$ cat config.mk
export PLATFORM = sky130hd
export DESIGN_NAME = fetch_stage
export DESIGN_NICKNAME = d
export VERILOG_FILES = /design/src/rtl/fetch_stage_pkg.sv /design/src/rtl/fetch_stage_if_id_reg.sv /design/src/rtl/fetch_stage.sv
export SDC_FILE = /design/constraint.sdc
export NUM_CORES = 1
export LEC_CHECK = 0
export CORE_AREA = 2 2 122 124
export CTS_CLUSTER_DIAMETER = 80
export DETAILED_ROUTE_END_ITERATION = 16
export DIE_AREA = 0 0 124 126
export PLACE_DENSITY = 0.95
export REMOVE_ABC_BUFFERS = 1
export SYNTH_ARGS = -nofsm -noshare
export SYNTH_HDL_FRONTEND = slang
export SYNTH_SLANG_ARGS = --single-unit
export TNS_END_PERCENT = 20
$ cat constraint.sdc
create_clock -name clk -period 11.8 [get_ports clk]
set_input_delay 1.77 -clock clk [delete_from_list [all_inputs] [get_ports clk]]
set_output_delay 1.77 -clock clk [all_outputs]
set_load 0.02 [all_outputs]
$ cat src/rtl/fetch_stage_pkg.sv
// Shared fetch-stage definitions: reset constants, FSM encodings and the IF/ID payload.
package fetch_stage_pkg;

   localparam int          XLEN          = 32;
   localparam logic [31:0] NOP_INSTR_DEF = 32'h0000_0013;
   localparam logic [31:0] RESET_PC_DEF  = 32'h0000_0000;

   localparam logic [1:0] ST_FETCH = 2'd0;
   localparam logic [1:0] ST_WAIT  = 2'd1;
   localparam logic [1:0] ST_HOLD  = 2'd2;

   typedef struct packed {
      logic [XLEN-1:0] instr;
      logic [XLEN-1:0] pc;
      logic [XLEN-1:0] pc_plus4;
   } ifid_t;

   // Fetch addresses are always word aligned; low target bits are discarded.
   function automatic logic [XLEN-1:0] align_pc(input logic [XLEN-1:0] a);
      return {a[XLEN-1:2], 2'b00};
   endfunction

endpackage

$ cat src/rtl/fetch_stage_if_id_reg.sv
// IF/ID pipeline register: load a new instruction, hold under stall, flush on redirect.
module if_id_reg
   import fetch_stage_pkg::*;
#(
   parameter logic [31:0] NOP_INSTR = NOP_INSTR_DEF
) (
   input  logic  clk,
   input  logic  reset,
   input  logic  i_load,
   input  logic  i_flush,
   input  logic  i_stall,
   input  ifid_t i_data,
   output logic  o_valid,
   output ifid_t o_data
);

   logic  r_valid;
   ifid_t r_data;

   // Flush beats load beats drain; a stalled live entry keeps every bit.
   always_ff @(posedge clk) begin
      if (reset) begin
         r_valid           <= 1'b0;
         r_data.instr      <= NOP_INSTR;
         r_data.pc         <= '0;
         r_data.pc_plus4   <= '0;
      end else if (i_flush) begin
         r_valid           <= 1'b0;
         r_data.instr      <= NOP_INSTR;
      end else if (i_load) begin
         r_valid           <= 1'b1;
         r_data            <= i_data;
      end else if (r_valid && !i_stall) begin
         r_valid           <= 1'b0;
         r_data.instr      <= NOP_INSTR;
      end
   end

   assign o_valid = r_valid;
   assign o_data  = r_data;

endmodule

$ cat src/rtl/fetch_stage.sv
// Instruction fetch: PC, single-outstanding imem request FSM, kill flag and hold buffer
// feeding the IF/ID register.
module fetch_stage
   import fetch_stage_pkg::*;
#(
   parameter logic [31:0] RESET_PC  = RESET_PC_DEF,
   parameter logic [31:0] NOP_INSTR = NOP_INSTR_DEF
) (
   input  logic        clk,
   input  logic        reset,
   output logic        imem_req_valid,
   input  logic        imem_req_ready,
   output logic [31:0] imem_addr,
   input  logic        imem_rsp_valid,
   input  logic [31:0] imem_rsp_data,
   input  logic        redirect_valid,
   input  logic [31:0] redirect_pc,
   input  logic        id_stall,
   output logic        id_valid,
   output logic [31:0] id_instr,
   output logic [31:0] id_pc,
   output logic [31:0] id_pc_plus4
);

   logic [1:0]  r_state;
   logic [1:0]  w_state_nxt;
   logic [31:0] r_pc;
   logic [31:0] w_pc_nxt;
   logic        r_kill;
   logic        w_kill_nxt;
   logic [31:0] r_hold_buf;
   logic        w_hold_capture;
   logic [31:0] w_pc_plus4;
   logic        w_slot_free;
   logic        w_load;
   logic        w_flush;
   ifid_t       w_load_data;
   ifid_t       w_ifid_q;

   assign w_pc_plus4     = r_pc + 32'd4;
   assign w_slot_free    = !id_valid || !id_stall;
   assign imem_req_valid = (r_state == ST_FETCH) && !reset;
   assign imem_addr      = r_pc;

   always_comb begin
      w_state_nxt          = r_state;
      w_pc_nxt             = r_pc;
      w_kill_nxt           = r_kill;
      w_hold_capture       = 1'b0;
      w_load               = 1'b0;
      w_flush              = 1'b0;
      w_load_data.instr    = imem_rsp_data;
      w_load_data.pc       = r_pc;
      w_load_data.pc_plus4 = w_pc_plus4;
      if (r_state == ST_HOLD) begin
         w_load_data.instr = r_hold_buf;
      end

      if (redirect_valid) begin
         // Redirect wins over everything; an in-flight request must be killed on return.
         w_pc_nxt = align_pc(redirect_pc);
         w_flush  = 1'b1;
         case (r_state)
            ST_FETCH: begin
               if (imem_req_ready) begin
                  w_kill_nxt  = 1'b1;
                  w_state_nxt = ST_WAIT;
               end
            end
            ST_WAIT: begin
               if (imem_rsp_valid) begin
                  w_kill_nxt  = 1'b0;
                  w_state_nxt = ST_FETCH;
               end else begin
                  w_kill_nxt  = 1'b1;
               end
            end
            default: begin
               w_kill_nxt  = 1'b0;
               w_state_nxt = ST_FETCH;
            end
         endcase
      end else begin
         case (r_state)
            ST_FETCH: begin
               if (imem_req_ready) begin
                  w_state_nxt = ST_WAIT;
               end
            end
            ST_WAIT: begin
               if (imem_rsp_valid) begin
                  if (r_kill) begin
                     w_kill_nxt  = 1'b0;
                     w_state_nxt = ST_FETCH;
                  end else if (w_slot_free) begin
                     w_load      = 1'b1;
                     w_pc_nxt    = w_pc_plus4;
                     w_state_nxt = ST_FETCH;
                  end else begin
                     w_hold_capture = 1'b1;
                     w_state_nxt    = ST_HOLD;
                  end
               end
            end
            ST_HOLD: begin
               if (w_slot_free) begin
                  w_load      = 1'b1;
                  w_pc_nxt    = w_pc_plus4;
                  w_state_nxt = ST_FETCH;
               end
            end
            default: begin
               w_state_nxt = ST_FETCH;
            end
         endcase
      end
   end

   always_ff @(posedge clk) begin
      if (reset) begin
         r_state <= ST_FETCH;
         r_pc    <= RESET_PC;
         r_kill  <= 1'b0;
      end else begin
         r_state <= w_state_nxt;
         r_pc    <= w_pc_nxt;
         r_kill  <= w_kill_nxt;
      end
   end

   // The hold buffer is pure data; its contents only matter while in HOLD.
   always_ff @(posedge clk) begin
      if (w_hold_capture) begin
         r_hold_buf <= imem_rsp_data;
      end
   end

   if_id_reg #(
      .NOP_INSTR (NOP_INSTR)
   ) u_if_id (
      .clk     (clk),
      .reset   (reset),
      .i_load  (w_load),
      .i_flush (w_flush),
      .i_stall (id_stall),
      .i_data  (w_load_data),
      .o_valid (id_valid),
      .o_data  (w_ifid_q)
   );

   assign id_instr    = w_ifid_q.instr;
   assign id_pc       = w_ifid_q.pc;
   assign id_pc_plus4 = w_ifid_q.pc_plus4;

endmodule

==> reports/results.ini, run 1 <==
[min_path]
min_path_type = register to register
hp-start = u_if_id.o_data[63]
hold_end = u_if_id.o_data[63]
min_path_cells = 2

[layout]
fill_cells = 1095
drive_gt1_share_pct = 5.98
final_area_um2 = 9590
fin_nets = 980
final_common_cell = clkdlybuf4s50_1
final_cells = 1104
final_util_pct = 67.0
mostFrequentLayoutCells = clkdlybuf4s50_1, dfxtp_1, nand2_1
syn_to_final_growth_pct = 28.6
multi_input_area_um2 = 3330
seq_area_um2 = 3480

[sta]
fmax_mhz = 213
finalHoldViolCount = 0
hold_slack_ns = 0.452
worst_pin_slew_ns = 1.17
fin_ws_ns = 7.11
relSlewSlack_pct = 21.7
skew_ns = 0.00846
slew_viol_final = 0
setup_viol = 0
fin_tns_setup_ns = 0
period_share_pct = 39.7
grt_setup_unrepaired = false
finalCriticalPeriod_ns = 4.69

[floorplanning]
dieArea_um2 = 15600
rows = 44
core_um2 = 14300
io_pins = 200
die_x_um = 124
start_util_pct = 52.1
die_h_um = 126

[setup_path]
required_ns = 10.03
reg2reg_from = imem_addr[2]
crit_path_end_kind = output port
arrival_ns = 2.92
rr_worst_depth = 5
critical_path_class = input pin to output port
crit_path_start = reset
r2r_end = imem_addr[12]
cp-start-kind = input pin
critPathMaxFanout = 28
r2r_slack_ns = 9.03

[clocking]
clk_pin_slew_worst_paths_ns = 0.05
cts_tree = done
htreeDepth = 4
insertion_delay_ns = 0.43
clk_path_buf_depth = 2
cts_root_buf = clkbuf_16
cts_hold_buf = 0
numCtsBuffers = 17
cts_resized = 0
clkSinkCount = 158
post_cts_buffers = 0

[detailed_routing]
wirelength_um = 21000
first_iter_violations = 785
drcViolationCount = 0
drt-wirelength-per-cell_um = 19.0
vias = 6773
final_antenna_net_count = 0
first_pass_iters = 6
vias_per_cell = 6.13

[synth]
ys_async_sr_fraction_pct = 0
avgSynthCellArea_um2 = 9.40
ys.flop_type = dfxtp_1
synth_cells = 794
synth_seq_cells = 158
syn-cell-area_um2 = 7460
synth-warning-count = 0
synth_cell_types = 64
ys_seq_area_share_pct = 46.7
synth_edf_count = 32

[global_route]
grt_pass1_wl_um = 33100
grt_max_degree = 76
antenna_found_initial = 1
grtUsageTotal_pct = 27.0
overflow = 0
grt_pass1_vias = 6368

[place]
place_area_um2 = 9080
pre_cts_ws_ns = 7.12
hpwl_um = 13600
routabilityCongestion = 0.834
dpl.cell_count = 1071
port_buffers = 191

[power_and_ir_drop]
ir_worst_vdd_v = 0.0000924
power_density_nw_per_um2 = 123
finalPower_mw = 1.18
cellLeakagePower_nw = 3.01

[run_status]
status = completed

[flow_run]
max-cap-violations = 0

[power by group]
group / internal (mW) / total, mW / switching, mW / leakage, nW
clock: 0.264 / 0.480 / 0.216 / 0.243
sequential: 0.561 / 0.582 / 0.0215 / 1.31
combinational: 0.0547 / 0.113 / 0.0583 / 1.45
[state kept, by name (all words and copies together) (netlist names)]
register         flops
r_hold_buf          32
u_if_id.o_data      92
imem_addr           30
r_kill               1
u_if_id.o_valid      1
r_state              2
[routing by layer]
metal	part of all wire (%)	global-route usage (%)	up-vias
met3	7.9	6.34	79
met1	40	34.3	3206
met4	4.4	13.7	0
met2	48	42.9	357
li1	-	-	3131
met5	0	0	-
[cell type report]
cell class / count / area share [%]
flip-flops and latches: 158 / 36.3
multi-input cells: 512 / 34.7
repair buffers: 199 / 20.5
clock buffers: 19 / 4.51
well taps: 184 / 2.40
clock inverters: 13 / 0.796
inverters: 18 / 0.704
diodes: 1 / 0.0261
[synthesized netlist by cell type, types with 4 or more instances]
library cell | count | area, µm²
a211oi_1 | 18 | 135
a21oi_1 | 46 | 230
a311oi_1 | 14 | 123
a31oi_1 | 10 | 62.6
and2_1 | 6 | 37.5
and3_1 | 4 | 25.0
and4_1 | 10 | 87.6
buf_1 | 6 | 22.5
buf_2 | 27 | 135
buf_4 | 43 | 323
clkbuf_1 | 33 | 124
dfxtp_1 | 126 | 2520
edfxtp_1 | 32 | 961
ha_1 | 4 | 50.1
inv_1 | 16 | 60.1
mux2i_1 | 32 | 320
nand2_1 | 86 | 323
nand2b_1 | 6 | 37.5
nand3_1 | 14 | 70.1
nand4_1 | 21 | 131
nor2_1 | 35 | 131
nor2b_1 | 5 | 31.3
nor3_1 | 6 | 30.0
nor4_1 | 7 | 43.8
o211ai_1 | 13 | 97.6
o21ai_0 | 29 | 145
o2bb2ai_1 | 29 | 254
o31a_1 | 4 | 35.0
o31ai_1 | 13 | 97.6
o41ai_1 | 4 | 35.0
or3_1 | 13 | 81.3
or4_1 | 22 | 165
xnor2_1 | 11 | 96.3
xor2_1 | 5 | 43.8
[worst max-delay path, stage by stage]
cell and delay, ns:
buf_2 0.44, nor2_1 0.13, clkdlybuf4s50_1 0.57
[cell families after synthesis]
kind of cell,count (synthesis),share of synthesized area (%)
muxes,32,4.29
buffers and inverters,129,9.31
other,1,0.0503
xor gates and xnor gates,16,1.88
DFF,158,46.7
adders and majority gates,4,0.671
AOI/OAI and AO/OA,209,20.0
and+or+nand+nor,245,17.2
[worst max-delay path by stage]
| stage | end | slack [ns] |
|---|---|---|
| after floorplan | r_hold_buf[0] | 7.06 |
| after global placement | imem_req_valid | 7.18 |
| after detailed placement | imem_req_valid | 7.12 |
| after CTS | imem_req_valid | 7.11 |
| after global routing | imem_req_valid | 7.05 |
| final | imem_req_valid | 7.11 |
Power figures use the tool's default switching activity.
==> run 2: changes to the inputs <==
--- a/config.mk
+++ b/config.mk
@@ -5,11 +5,11 @@
 export SDC_FILE = /design/constraint.sdc
 export NUM_CORES = 1
 export LEC_CHECK = 0
-export CORE_AREA = 2 2 122 124
+export CORE_AREA = 2 2 127 129
 export CTS_CLUSTER_DIAMETER = 80
 export DETAILED_ROUTE_END_ITERATION = 16
-export DIE_AREA = 0 0 124 126
-export PLACE_DENSITY = 0.95
+export DIE_AREA = 0 0 129 131
+export PLACE_DENSITY = 0.9
 export REMOVE_ABC_BUFFERS = 1
 export SYNTH_ARGS = -nofsm -noshare
 export SYNTH_HDL_FRONTEND = slang
==> constraint.sdc (replaced) <==
create_clock -name clk -period 4.9 [get_ports clk]
set_input_delay 0.735 -clock clk [delete_from_list [all_inputs] [get_ports clk]]
set_output_delay 0.735 -clock clk [all_outputs]
set_load 0.02 [all_outputs]
==> reports/results.ini, run 2 (synthesis results as in run 1) <==
[floorplanning]
start_util_pct = 47.8
dieArea_um2 = 16900
die_x_um = 129
rows = 46
io_pins = 200
die_h_um = 131
core_um2 = 15600

[layout]
final_common_cell = clkdlybuf4s50_1
syn_to_final_growth_pct = 29.9
multi_input_area_um2 = 3330
final_util_pct = 62.2
antenna_cells = 0
seq_area_um2 = 3480
fill_cells = 1258
largest_register_ff_count = 92
mostFrequentLayoutCells = clkdlybuf4s50_1, dfxtp_1, nand2_1
final_cells = 1135
drive_gt1_share_pct = 5.88
fin_nets = 981

[setup_path]
required_ns = 5.23
critical_path_class = input pin to register
critPathMaxFanout = 35
cp-start-kind = input pin
crit_path_end_kind = register
arrival_ns = 3.53

[sta]
grt_setup_unrepaired = false
fin_tns_setup_ns = 0
relSlewSlack_pct = 15.2
fmax_mhz = 312
period_share_pct = 65.3
finalHoldViolCount = 0
skew_ns = 0.0112
setup_viol = 0
finalCriticalPeriod_ns = 3.20
worst_pin_slew_ns = 1.27
slew_viol_final = 0
fin_ws_ns = 1.70

[clocking]
htreeDepth = 4
clkSinkCount = 158
cts_resized = 0
cts_root_buf = clkbuf_16
numCtsBuffers = 17
insertion_delay_ns = 0.42
clk_path_buf_depth = 2
clk_pin_slew_worst_paths_ns = 0.06
post_cts_buffers = 0
cts_tree = done
cts_hold_buf = 0

[min_path]
min_path_type = register to register

[place]
hpwl_um = 14000
dpl.cell_count = 1104
routabilityCongestion = 0.837
pre_cts_ws_ns = 1.33
port_buffers = 191

[global_route]
grtUsageTotal_pct = 24.8
overflow = 0
grt_pass1_wl_um = 32800
antenna_found_initial = 0
grt_pass1_vias = 6283
grt_max_degree = 77

[power_and_ir_drop]
cellLeakagePower_nw = 3.05
finalPower_mw = 2.98
ir_worst_vdd_v = 0.000215
power_density_nw_per_um2 = 307

[detailed_routing]
drcViolationCount = 0
first_pass_iters = 6
final_antenna_net_count = 0
wirelength_um = 21400
drt-wirelength-per-cell_um = 18.9
first_iter_violations = 583
vias_per_cell = 5.95
vias = 6756

[run_status]
status = completed

[flow_run]
max-cap-violations = 0

## run 2: changes by cell type in the layout (fill, tap and decap cells not counted), sizes merged
cell / change
clkinvlp: -4
inv: +2
bufinv: +2
clkinv: -7
clkbuf: +6
diode: -1
buf: +1
## run 2: path summary, 6_finish.rpt
check                           from                  to  slack, ns  depth (start not counted)
setup / recovery      redirect_valid          r_state[0]       1.70                          6
hold / removal    u_if_id.o_data[44]  u_if_id.o_data[44]       0.45                          2
setup reg to reg          r_state[1]  u_if_id.o_data[29]       2.09                          6
hold reg to reg   u_if_id.o_data[44]  u_if_id.o_data[44]       0.45                          2
## run 2: area by class of cell
type	instances	share of cell area, %
Clock buffer	25	5.01
Inverter	18	0.697
Multi-Input combinational cell	512	34.4
Timing Repair Buffer	200	20.4
Clock inverter	6	0.852
Sequential cell	158	35.9
Tap cell	216	2.79
## run 2: power by group
| group | total (mW) | switching, mW | internal, mW |
|---|---|---|---|
| Sequential | 1.40 | 0.0520 | 1.35 |
| Combinational | 0.271 | 0.139 | 0.132 |
| Clock | 1.31 | 0.518 | 0.788 |
## run 2: per-layer routing
metal  global-route usage, %  vias up  wire (µm)
met4                    13.9        0        775
li1                        -     3125          -
met1                    30.8     3224       8760
met2                    40.1      348      10300
met3                    5.62       59       1610
met5                       0        -          0
## run 2: through the flow
stage	hold WS, ns	instance area (µm²)
3_5_place_dp	0.445	9130
4_1_cts	0.454	9700
3_3_place_gp	0.441	9130
6_report	0.454	9700
2_1_floorplan	0.486	6850
5_1_grt	0.471	9700
## run 2: critical path, stage by stage
cell,delay [ns]
clkdlybuf4s50_1,0.71
buf_4,0.33
clkinv_1,0.86
a31oi_1,0.56
a21oi_1,0.12
a211oi_1,0.21
==> run 3: changes to the inputs <==
==> constraint.sdc (replaced) <==
create_clock -name clk -period 3.3 [get_ports clk]
set_input_delay 0.495 -clock clk [delete_from_list [all_inputs] [get_ports clk]]
set_output_delay 0.495 -clock clk [all_outputs]
set_load 0.02 [all_outputs]
==> reports/results.ini, run 3 (synthesis results as in run 1) <==
[layout]
syn_to_final_growth_pct = 30.7
final_area_um2 = 9750
fin_nets = 988
mostFrequentLayoutCells = clkdlybuf4s50_1, dfxtp_1, nand2_1
final_cells = 1142
seq_area_um2 = 3480
largest_register_ff_count = 92
final_common_cell = clkdlybuf4s50_1
drive_gt1_share_pct = 6.37
multi_input_area_um2 = 3330
antenna_cells = 0
fill_cells = 1251

[clocking]
post_cts_buffers = 0
cts_hold_buf = 0
clkSinkCount = 158
htreeDepth = 4
insertion_delay_ns = 0.42
clk_pin_slew_worst_paths_ns = 0.06
cts_resized = 0
numCtsBuffers = 17
cts_root_buf = clkbuf_16
cts_tree = done
clk_path_buf_depth = 2

[place]
port_buffers = 191
routabilityCongestion = 0.838
dpl.cell_count = 1111
place_area_um2 = 9210
hpwl_um = 14000
pre_cts_ws_ns = 0.671

[floorplanning]
start_util_pct = 47.8
die_h_um = 131
die_x_um = 129
io_pins = 200
core_um2 = 15600
rows = 46
dieArea_um2 = 16900

[sta]
worst_pin_slew_ns = 0.931
relSlewSlack_pct = 37.7
fin_ws_ns = 0.682
slew_viol_final = 0
finalHoldViolCount = 0
fmax_mhz = 382
finalCriticalPeriod_ns = 2.62
grt_setup_unrepaired = false
period_share_pct = 79.3
setup_viol = 0
skew_ns = 0.00822

[flow_run]
max-cap-violations = 0

[power_and_ir_drop]
p_sw_share_pct = 24.0
ir_worst_vdd_v = 0.000344
net-switching-power_mw = 1.04
seq_power_share_pct = 47.8
clkPwrFrac_pct = 42.7
power_density_nw_per_um2 = 446
comb_power_share_pct = 9.5
p_int_mw = 3.31
cellLeakagePower_nw = 3.08

[global_route]
grt_pass1_vias = 6375
grtUsageTotal_pct = 25.0
grt_pass1_wl_um = 33500
grt_max_degree = 77
top_usage_layer = met2
met1_usage_pct = 32.3
overflow = 0
use_met2_pct = 41.0
antenna_found_initial = 0
met3_usage_pct = 5.21

[setup_path]
cp_cell_sequence = ha_1 > and4_1 > nand2_1 > or4_1 > a311oi_1
required_ns = 3.63
arrival_ns = 2.95
crit_path_end_kind = register
slowest_delay_ns = 0.55
critical_path_class = register to register
critPathMaxFanout = 11
cp-start-kind = register
critPathSlowestCell = or4_1

[detailed_routing]
first_iter_violations = 658
first_pass_iters = 7
drt-wirelength-per-cell_um = 18.4
drcViolationCount = 0
final_antenna_net_count = 0
wirelength_um = 21000
vias = 6645
vias_per_cell = 5.82

[run_status]
status = completed

[min_path]
min_path_type = register to register

==> run 3: cell types whose count changed in the layout (fill, tap and decap cells not counted), sizes merged <==
cell	previous run	this run
clkinv	4	5
clkinvlp	0	1
bufinv	2	1
clkbuf	25	26
inv	18	16
buf	10	17
==> run 3: final cells by class <==
class / instances / area share [%]
Clock buffer: 26 / 5.03
Tap cell: 216 / 2.77
Sequential cell: 158 / 35.7
Multi-Input combinational cell: 512 / 34.2
Inverter: 18 / 0.693
Clock inverter: 5 / 0.577
Timing Repair Buffer: 207 / 21.0
==> run 3: worst max-delay path, delay by kind of cell (launching register included) <==
family | cells | cell delay, ns
and+or+nand+nor | 3 | 1.44
DFF | 1 | 0.48
AOI/OAI and AO/OA | 1 | 0.24
adders and majority gates | 1 | 0.36
==> run 3: per-stage QoR <==
stage | util, % | hold slack (ns) | power [mW] | TNS, ns
CTS | 62.5 | 0.454 | 4.36 | 0
floorplan | - | 0.486 | 2.28 | -78.81
global route | 62.5 | 0.472 | 4.49 | 0
finish | 62.5 | 0.452 | 4.35 | 0
global placement | 59.0 | 0.441 | 2.51 | 0
detailed placement | 59.0 | 0.446 | 2.53 | 0
==> run 3: final timing paths <==
kind / end / slack [ns] / depth (start not counted) / from
worst min register to register: u_if_id.o_data[56] / 0.45 / 2 / u_if_id.o_data[56]
worst max-delay path: imem_addr[16] / 0.68 / 5 / imem_addr[2]
worst max register to register: imem_addr[16] / 0.68 / 5 / imem_addr[2]
worst min-delay path: u_if_id.o_data[56] / 0.45 / 2 / u_if_id.o_data[56]
==> run 3: routing by layer <==
layer  wire length [µm]  part of all wire [%]
met1               8760                    42
met2              10100                    48
met3               1470                   7.0
met4                597                   2.8
met5                  0                     0
==> run 3: power groups by stage <==
stage / clock network (mW) / registers (mW) / logic, mW
2_1_floorplan: 0 / 2.14 / 0.141
3_3_place_gp: 0 / 2.12 / 0.399
6_report: 1.86 / 2.08 / 0.412
5_1_grt: 1.96 / 2.09 / 0.443
3_5_place_dp: 0 / 2.12 / 0.407
4_1_cts: 1.87 / 2.08 / 0.410
